### src/rtl/cpu_pkg.sv
//------------------------------------------------------------------------------
// Module : cpu_pkg
// Brief  : Shared types and constants for the fetch/data memory arbiter.
// Rev    : 1.0
//------------------------------------------------------------------------------
`default_nettype none

package cpu_pkg;

    typedef enum logic [0:0] {
        IDLE = 1'b0,
        BUSY = 1'b1
    } arb_state_e;

    typedef enum logic [0:0] {
        OWN_IF = 1'b0,
        OWN_D  = 1'b1
    } owner_e;

    localparam logic [3:0]  BE_FULL         = 4'hF;
    localparam logic [31:0] WORD_ALIGN_MASK = 32'hFFFF_FFFC;

    function automatic logic [31:0] word_align(input logic [31:0] addr);
        return addr & WORD_ALIGN_MASK;
    endfunction

endpackage

`default_nettype wire

### src/rtl/arb_watchdog.sv
//------------------------------------------------------------------------------
// Module : arb_watchdog
// Brief  : Counts unacknowledged BUSY cycles; flags expiry at TIMEOUT (0 = off).
// Rev    : 1.0
//------------------------------------------------------------------------------
`default_nettype none

module arb_watchdog #(
    parameter int CNT_W   = 8,
    parameter int TIMEOUT = 255
) (
    input  logic clk,
    input  logic reset,
    input  logic clear_i,
    input  logic enable_i,
    output logic expire_o
);

    logic [CNT_W-1:0] cnt_q;
    logic [CNT_W-1:0] cnt_d;

    always_comb begin
        cnt_d = cnt_q;
        if (clear_i) begin
            cnt_d = '0;
        end else if (enable_i) begin
            cnt_d = cnt_q + 1'b1;
        end
    end

    always_ff @(posedge clk) begin
        if (reset) begin
            cnt_q <= '0;
        end else begin
            cnt_q <= cnt_d;
        end
    end

    generate
        if (TIMEOUT == 0) begin : g_disabled
            assign expire_o = 1'b0;
        end else begin : g_enabled
            localparam logic [CNT_W-1:0] LIMIT = CNT_W'(TIMEOUT);
            assign expire_o = (cnt_q == LIMIT);
        end
    endgenerate

endmodule

`default_nettype wire

### src/rtl/mem_arbiter.sv
//------------------------------------------------------------------------------
// Module : mem_arbiter
// Brief  : Round-robin arbiter sharing one single-ported memory between fetch
//          and load/store paths, one registered transaction at a time.
// Rev    : 1.0
//------------------------------------------------------------------------------
`default_nettype none

module mem_arbiter
    import cpu_pkg::*;
#(
    parameter int TIMEOUT = 255,
    parameter int CNT_W   = 8
) (
    input  logic        clk,
    input  logic        reset,
    input  logic        if_req,
    input  logic [31:0] if_addr,
    output logic        if_done,
    output logic [31:0] if_rdata,
    output logic        if_err,
    input  logic        d_req,
    input  logic        d_we,
    input  logic [31:0] d_addr,
    input  logic [31:0] d_wdata,
    input  logic [3:0]  d_be,
    output logic        d_done,
    output logic [31:0] d_rdata,
    output logic        d_err,
    output logic        mem_req,
    output logic        mem_we,
    output logic [31:0] mem_addr,
    output logic [31:0] mem_wdata,
    output logic [3:0]  mem_be,
    input  logic        mem_ack,
    input  logic [31:0] mem_rdata
);

    arb_state_e  state_q, state_d;
    owner_e      owner_q, owner_d;
    owner_e      last_q,  last_d;
    logic        mem_req_q,   mem_req_d;
    logic        mem_we_q,    mem_we_d;
    logic [31:0] mem_addr_q,  mem_addr_d;
    logic [31:0] mem_wdata_q, mem_wdata_d;
    logic [3:0]  mem_be_q,    mem_be_d;
    logic        if_done_q,   if_done_d;
    logic        if_err_q,    if_err_d;
    logic [31:0] if_rdata_q,  if_rdata_d;
    logic        d_done_q,    d_done_d;
    logic        d_err_q,     d_err_d;
    logic [31:0] d_rdata_q,   d_rdata_d;

    logic        w_if_elig;
    logic        w_d_elig;
    logic        w_grant;
    owner_e      w_pick;
    logic        w_expire;
    logic        w_wd_enable;
    logic        w_rsp_err;
    logic [31:0] w_rsp_data;

    // A port is not re-granted in the cycle its own completion pulse is visible.
    assign w_if_elig = if_req & ~if_done_q;
    assign w_d_elig  = d_req  & ~d_done_q;
    assign w_grant   = (state_q == IDLE) & (w_if_elig | w_d_elig);
    assign w_pick    = (w_if_elig && w_d_elig) ? ((last_q == OWN_IF) ? OWN_D : OWN_IF)
                                               : (w_d_elig ? OWN_D : OWN_IF);
    assign w_wd_enable = (state_q == BUSY) & ~mem_ack;

    arb_watchdog #(
        .CNT_W   (CNT_W),
        .TIMEOUT (TIMEOUT)
    ) u_watchdog (
        .clk      (clk),
        .reset    (reset),
        .clear_i  (w_grant),
        .enable_i (w_wd_enable),
        .expire_o (w_expire)
    );

    always_comb begin
        state_d     = state_q;
        owner_d     = owner_q;
        last_d      = last_q;
        mem_req_d   = mem_req_q;
        mem_we_d    = mem_we_q;
        mem_addr_d  = mem_addr_q;
        mem_wdata_d = mem_wdata_q;
        mem_be_d    = mem_be_q;
        if_done_d   = 1'b0;
        if_err_d    = 1'b0;
        if_rdata_d  = if_rdata_q;
        d_done_d    = 1'b0;
        d_err_d     = 1'b0;
        d_rdata_d   = d_rdata_q;
        w_rsp_err   = 1'b0;
        w_rsp_data  = '0;

        case (state_q)
            IDLE: begin
                if (w_grant) begin
                    state_d   = BUSY;
                    owner_d   = w_pick;
                    mem_req_d = 1'b1;
                    if (w_pick == OWN_D) begin
                        mem_we_d    = d_we;
                        mem_addr_d  = word_align(d_addr);
                        mem_wdata_d = d_wdata;
                        mem_be_d    = d_be;
                    end else begin
                        mem_we_d    = 1'b0;
                        mem_addr_d  = word_align(if_addr);
                        mem_wdata_d = '0;
                        mem_be_d    = BE_FULL;
                    end
                end
            end
            BUSY: begin
                // An acknowledge in the expiry cycle still counts as success.
                if (mem_ack || w_expire) begin
                    state_d    = IDLE;
                    mem_req_d  = 1'b0;
                    last_d     = owner_q;
                    w_rsp_err  = ~mem_ack;
                    w_rsp_data = (mem_ack && !mem_we_q) ? mem_rdata : '0;
                    if (owner_q == OWN_IF) begin
                        if_done_d  = 1'b1;
                        if_err_d   = w_rsp_err;
                        if_rdata_d = w_rsp_data;
                    end else begin
                        d_done_d   = 1'b1;
                        d_err_d    = w_rsp_err;
                        d_rdata_d  = w_rsp_data;
                    end
                end
            end
            default: begin
                state_d = IDLE;
            end
        endcase
    end

    always_ff @(posedge clk) begin
        if (reset) begin
            state_q     <= IDLE;
            owner_q     <= OWN_IF;
            last_q      <= OWN_D;
            mem_req_q   <= 1'b0;
            mem_we_q    <= 1'b0;
            mem_addr_q  <= '0;
            mem_wdata_q <= '0;
            mem_be_q    <= '0;
            if_done_q   <= 1'b0;
            if_err_q    <= 1'b0;
            if_rdata_q  <= '0;
            d_done_q    <= 1'b0;
            d_err_q     <= 1'b0;
            d_rdata_q   <= '0;
        end else begin
            state_q     <= state_d;
            owner_q     <= owner_d;
            last_q      <= last_d;
            mem_req_q   <= mem_req_d;
            mem_we_q    <= mem_we_d;
            mem_addr_q  <= mem_addr_d;
            mem_wdata_q <= mem_wdata_d;
            mem_be_q    <= mem_be_d;
            if_done_q   <= if_done_d;
            if_err_q    <= if_err_d;
            if_rdata_q  <= if_rdata_d;
            d_done_q    <= d_done_d;
            d_err_q     <= d_err_d;
            d_rdata_q   <= d_rdata_d;
        end
    end

    assign if_done   = if_done_q;
    assign if_err    = if_err_q;
    assign if_rdata  = if_rdata_q;
    assign d_done    = d_done_q;
    assign d_err     = d_err_q;
    assign d_rdata   = d_rdata_q;
    assign mem_req   = mem_req_q;
    assign mem_we    = mem_we_q;
    assign mem_addr  = mem_addr_q;
    assign mem_wdata = mem_wdata_q;
    assign mem_be    = mem_be_q;

endmodule

`default_nettype wire

### config.mk
export PLATFORM = sky130hd
export DESIGN_NAME = mem_arbiter
export DESIGN_NICKNAME = d
export VERILOG_FILES = /design/src/rtl/cpu_pkg.sv /design/src/rtl/arb_watchdog.sv /design/src/rtl/mem_arbiter.sv
export SDC_FILE = /design/constraint.sdc
export NUM_CORES = 1
export LEC_CHECK = 0
export BUFFER_PORTS_ARGS = -buffer_cell sky130_fd_sc_hd__buf_2
export CORE_MARGIN = 5
export CORE_UTILIZATION = 40
export DETAILED_ROUTE_END_ITERATION = 10
export GPL_TIMING_DRIVEN = 1
export PLACE_DENSITY_LB_ADDON = 0.3
export SYNTH_ARGS = -nofsm -noshare
export SYNTH_HDL_FRONTEND = slang
export SYNTH_SLANG_ARGS = --single-unit
### constraint.sdc
create_clock -name clk -period 3.4 [get_ports clk]
set_input_delay 0.34 -clock clk [delete_from_list [all_inputs] [get_ports clk]]
set_output_delay 0.34 -clock clk [all_outputs]
set_load 0.005 [all_outputs]
==> impl_metrics.json, run 1 <==
{
  "status": "completed",
  "fin_tns_setup_ns": 0,
  "setup_ws_ns": 1.198,
  "grt_pass1_vias": 6155,
  "required_ns": 3.77,
  "maxCapViolations": 0,
  "postCtsSetupBuffers": 0,
  "clk_root_buffer_cell": "clkbuf_16",
  "synthCells": 718,
  "cts_hold_buf": 0,
  "avgRoutedWirePerCell_um": 17.84,
  "synthArstFlopShare": 0,
  "num_rows": 47,
  "multiInputGateArea_mm2": 0.003103,
  "seq_area_mm2": 0.002944,
  "viasPerCell": 5.556,
  "dieHeight_um": 138.6,
  "maxSlewHeadroom": 0.3926,
  "fmax_mhz": 454.2,
  "nNetsFinal": 1070,
  "power_density_mw_per_mm2": 545.7,
  "cts_made_buffers": 17,
  "skew_ns": 0.009636,
  "startpoint_type": "register",
  "remaining_drc_errors": 0,
  "p_leak_uw": 0.003661,
  "grt_first_pass_wirelength_um": 32930,
  "grt_antenna_before_repair": 2,
  "cts_tree": "built",
  "die_x_um": 138.6,
  "pre_cts_slack_ns": 1.178,
  "dpl.hpwl_um": 13450,
  "syn_to_final_growth_pct": 30.38,
  "synth_top_area_frac": 0.4452,
  "synth_area_leader_cell": "dfxtp_1",
  "yosysWarningCount": 0,
  "fin_crit_ns": 2.202,
  "post-synth-top-count-cell": "dfxtp_1",
  "slew_viol_final": 0,
  "numPortBuffers": 269,
  "htreeDepth": 4,
  "synth_seq_area_share": 0.4452,
  "drt_iter0_drc": 411,
  "ys_ff_latch": 147,
  "cts_resized": 0,
  "dr.pass1.iters": 5,
  "utilization": 0.5253,
  "clock_latency_ns": 0.43,
  "synth.avg_cell_area_um2": 9.206,
  "ios": 276,
  "finalSetupViolCount": 0,
  "clk_pin_slew_ns": 0.06,
  "core_mm2": 0.01641,
  "arrival_ns": 2.57,
  "fillers": 1517,
  "wl_um": 20800,
  "synth_area_mm2": 0.006610,
  "worstSetupPathType": "register to register",
  "grt_start_max_net_pins": 72,
  "hold_violations": 0,
  "cts.sinks": 147,
  "synth_top_cells_by_area": "dfxtp_1, a221oi_1, a32o_1",
  "place_congestion": 0.8167,
  "period_share": 0.6475,
  "ant_nets": 0,
  "final_layout_size_suffix_gt1_frac": 0.3559,
  "critPathMaxFanout": 47,
  "rsz0062_at_grt": "no",
  "hp-class": "input pin to register",
  "die-area_mm2": 0.01920,
  "synth_edf_count": 0,
  "track_usage": 0.2052,
  "clk_path_buf_depth": 2,
  "overflow": 0,
  "start_util": 0.4029,
  "vdd_drop_max_v": 0.0003271,
  "synthDistinctLibCells": 46,
  "worst_pin_slew_ns": 0.9111,
  "ys.flop_type": "dfxtp_1",
  "vias": 6478,
  "end_kind": "register",
  "yosys-top-cells-count": "dfxtp_1, a21oi_1, o21ai_0"
}
cell type report:
cell class | instances | area share
Timing Repair Buffer | 285 | 0.1733
Multi-Input combinational cell | 444 | 0.3600
Inverter | 36 | 0.01568
Sequential cell | 147 | 0.3416
Clock inverter | 13 | 0.02541
Antenna cell | 2 | 0.0005807
Tap cell | 220 | 0.03194
Clock buffer | 19 | 0.05139
sequential cells by signal, summed over array words and instances, names as in the netlist, 4 cells and up:
signal / cells
mem_be: 4
mem_addr: 30
d_rdata: 32
mem_wdata: 32
u_watchdog.cnt_q: 8
if_rdata: 32
cells in the final DEF (no fill, tap or decap), types with 3 or more instances in the layout:
master     instances
buf_2            268
dfxtp_1          146
a21oi_1           65
o21ai_0           65
a221oi_1          50
a211oi_1          41
nand2_1           36
inv_1             35
a32o_1            33
and3b_1           32
nor3b_1           32
a31oi_1           32
clkbuf_16         17
buf_4             15
a221oi_2          10
nor4_1             5
bufinv_16          5
inv_6              5
nor3_1             4
nand4_1            3
o31ai_1            3
or4_1              3
nand3b_1           3
worst max-delay path, cell delays in order (launching register included):
cell and delay, ns:
dfxtp_1 0.60, buf_4 0.44, a21o_2 0.55, buf_12 0.31, a32o_1 0.20
per-stage QoR:
| stage | instance area [µm²] | hold slack (ns) | instances | total power (µW) |
|---|---|---|---|---|
| final | 8618 | 0.1188 | 1166 | 4703 |
| after global placement | 7951 | 0.4457 | 1132 | 2613 |
| after global routing | 8618 | 0.1033 | 1166 | 4897 |
| after CTS | 8613 | 0.1038 | 1164 | 4744 |
| after floorplan | 6614 | 0.4167 | 719 | 2343 |
| after detailed placement | 7951 | 0.4505 | 1132 | 2621 |
logic make-up (layout without fill, tap and decap cells):
family	Yosys count	count (layout)	synth area share
compound gates	305	305	0.3248
xor+xnor	2	2	0.002650
fa+ha+maj	1	1	0.001893
buf+inv	128	353	0.08821
flops	147	147	0.4452
mux	2	2	0.003029
other cells	1	4	0.0005673
simple gates	132	132	0.1336
power breakdown:
group | internal, µW | total [µW] | leakage (µW) | switching [µW]
Sequential | 1830 | 1900 | 0.00120 | 63.1
Combinational | 291 | 687 | 0.00214 | 395
Clock | 1340 | 2120 | 0.000320 | 781
worst paths after layout:
check	cells after the start	endpoint	startpoint	slack, ns
setup / recovery	4	mem_wdata[26]	state_q	1.20
hold / removal	2	mem_wdata[10]	d_wdata[10]	0.12
setup reg to reg	4	mem_wdata[26]	state_q	1.20
hold reg to reg	2	mem_addr[20]	mem_addr[20]	0.46
layer usage:
layer,vias to the layer above,global-route usage,wire (µm)
met4,0,0.06656,372
li1,3170,-,-
met3,30,0.07931,1698
met2,247,0.3204,9735
met5,-,0,0
met1,3031,0.2621,8995
Power figures use the tool's default switching activity.
==> run 2: changes to the inputs <==
==> constraint.sdc (replaced) <==
create_clock -name clk -period 2.04 [get_ports clk]
set_input_delay 0.204 -clock clk [delete_from_list [all_inputs] [get_ports clk]]
set_output_delay 0.204 -clock clk [all_outputs]
set_load 0.005 [all_outputs]
==> run 2 against run 1 <==
First-iteration DRC count increased by 15%. Total power increased by 62%. Cell count increased by 3.3%. Combinational power increased by 80%. Register-to-register slack got worse by 0.73 ns. Core utilization increased by 2.2 points. Critical endpoint is now mem_wdata[0]. Highest routed layer unchanged.
==> impl_metrics.json, run 2 (same netlist as run 1, synthesis figures left out) <==
{
  "drt_iter0_drc": 473,
  "grt_start_max_net_pins": 65,
  "rsz0062_at_grt": "no",
  "cts_hold_buf": 28,
  "num_rows": 47,
  "skew_ns": 0.008874,
  "total_power_uw": 7630,
  "maxCapViolations": 0,
  "viasPerCell": 5.583,
  "cts.sinks": 147,
  "highest_layer": "met4",
  "finalSetupViolCount": 0,
  "vias": 6728,
  "required_ns": 2.39,
  "wl_met1_um": 9068,
  "postCtsSetupBuffers": 0,
  "place_congestion": 0.8101,
  "avgRoutedWirePerCell_um": 17.45,
  "period_share": 0.7702,
  "slew_viol_final": 0,
  "met3_length_um": 1605,
  "regToRegSetupSlack_ns": 0.47,
  "ios": 276,
  "syn_to_final_growth_pct": 35.83,
  "wl_um": 21030,
  "worstReg2RegStart": "state_q",
  "ant_nets": 0,
  "final_cell_mix": "buf_2, dfxtp_1, a21oi_1, o21ai_0, a221oi_1",
  "clk_root_buffer_cell": "clkbuf_16",
  "critPathMaxFanout": 43,
  "dr.pass1.iters": 5,
  "power_density_mw_per_mm2": 849.8,
  "crit_start": "state_q",
  "p_leak_uw": 0.003823,
  "vdd_drop_max_v": 0.0005515,
  "dpl.hpwl_um": 13950,
  "numPortBuffers": 269,
  "start_util": 0.4029,
  "clock_latency_ns": 0.41,
  "cpPeakStageDelay_ns": 0.48,
  "nNetsFinal": 1111,
  "clk_path_buf_depth": 2,
  "hp-class": "input pin to register",
  "fin_crit_ns": 1.571,
  "track_usage": 0.2082,
  "overflow": 0,
  "critPathTopFamily": "buffers and inverters",
  "htreeDepth": 4,
  "hold_start": "d_wdata[27]",
  "core_mm2": 0.01641,
  "grt_first_pass_wirelength_um": 33690,
  "die-area_mm2": 0.01920,
  "final_common_cell": "buf_2",
  "routed-wl-met2_um": 9895,
  "startpoint_type": "register",
  "dieHeight_um": 138.6,
  "arrival_ns": 1.92,
  "fmax_mhz": 636.4,
  "final_layout_size_suffix_gt1_frac": 0.3526,
  "die_x_um": 138.6,
  "grt_pass1_vias": 6242,
  "fin_tns_setup_ns": 0,
  "grt_antenna_before_repair": 1,
  "worstSetupPathType": "register to register",
  "crit_slowest_cell": "dfxtp_1",
  "status": "completed",
  "remaining_drc_errors": 0,
  "cts_tree": "built",
  "cts_resized": 0,
  "path_buf_inv": 2,
  "end_kind": "register",
  "clk_pin_slew_ns": 0.06,
  "path_cells": "buf_4 -> a21o_2 -> buf_12 -> a32o_1",
  "cts_made_buffers": 17,
  "hold_violations": 0
}
-- run 2: path summary, 6_finish.rpt --
| kind | endpoint | cells after the start |
|---|---|---|
| worst max-delay path | mem_wdata[0] | 4 |
| worst max register to register | mem_wdata[0] | 4 |
| worst min register to register | mem_be[0] | 2 |
| worst min-delay path | mem_wdata[27] | 2 |
-- run 2: metal layers --
| layer | GRT usage | vias up |
|---|---|---|
| met1 | 0.2699 | 3220 |
| li1 | - | 3249 |
| met3 | 0.07207 | 33 |
| met5 | 0 | - |
| met4 | 0.06500 | 0 |
| met2 | 0.3279 | 226 |
-- run 2: area by class of cell --
| cell class | instances | area [µm²] |
|---|---|---|
| Multi-Input combinational cell | 444 | 3103 |
| Timing Repair Buffer | 326 | 1909 |
| Sequential cell | 147 | 2944 |
| Inverter | 36 | 135.1 |
| Tap cell | 220 | 275.3 |
| Clock buffer | 21 | 460.4 |
| Fill cell | 1509 | 7428 |
| Clock inverter | 10 | 148.9 |
| Antenna cell | 1 | 2.502 |
-- run 2: where the power goes --
part	total, µW	switching, µW	internal, µW
logic	1240	682	556
clock network	3230	1230	2000
registers	3160	100	3060
-- run 2: stage by stage --
step           cells  setup WS (ns)    util  hold WS, ns  cell area, µm²
2_1_floorplan    719         0.6008       -       0.2807            6614
3_3_place_gp    1145         0.4604  0.4929       0.4133            8087
3_5_place_dp    1145         0.4401  0.4929       0.4180            8087
4_1_cts         1204         0.4820  0.5471    0.0004018            8976
5_1_grt         1205         0.3367  0.5472    0.0004594            8979
6_report        1205         0.4688  0.5472      0.01696            8979
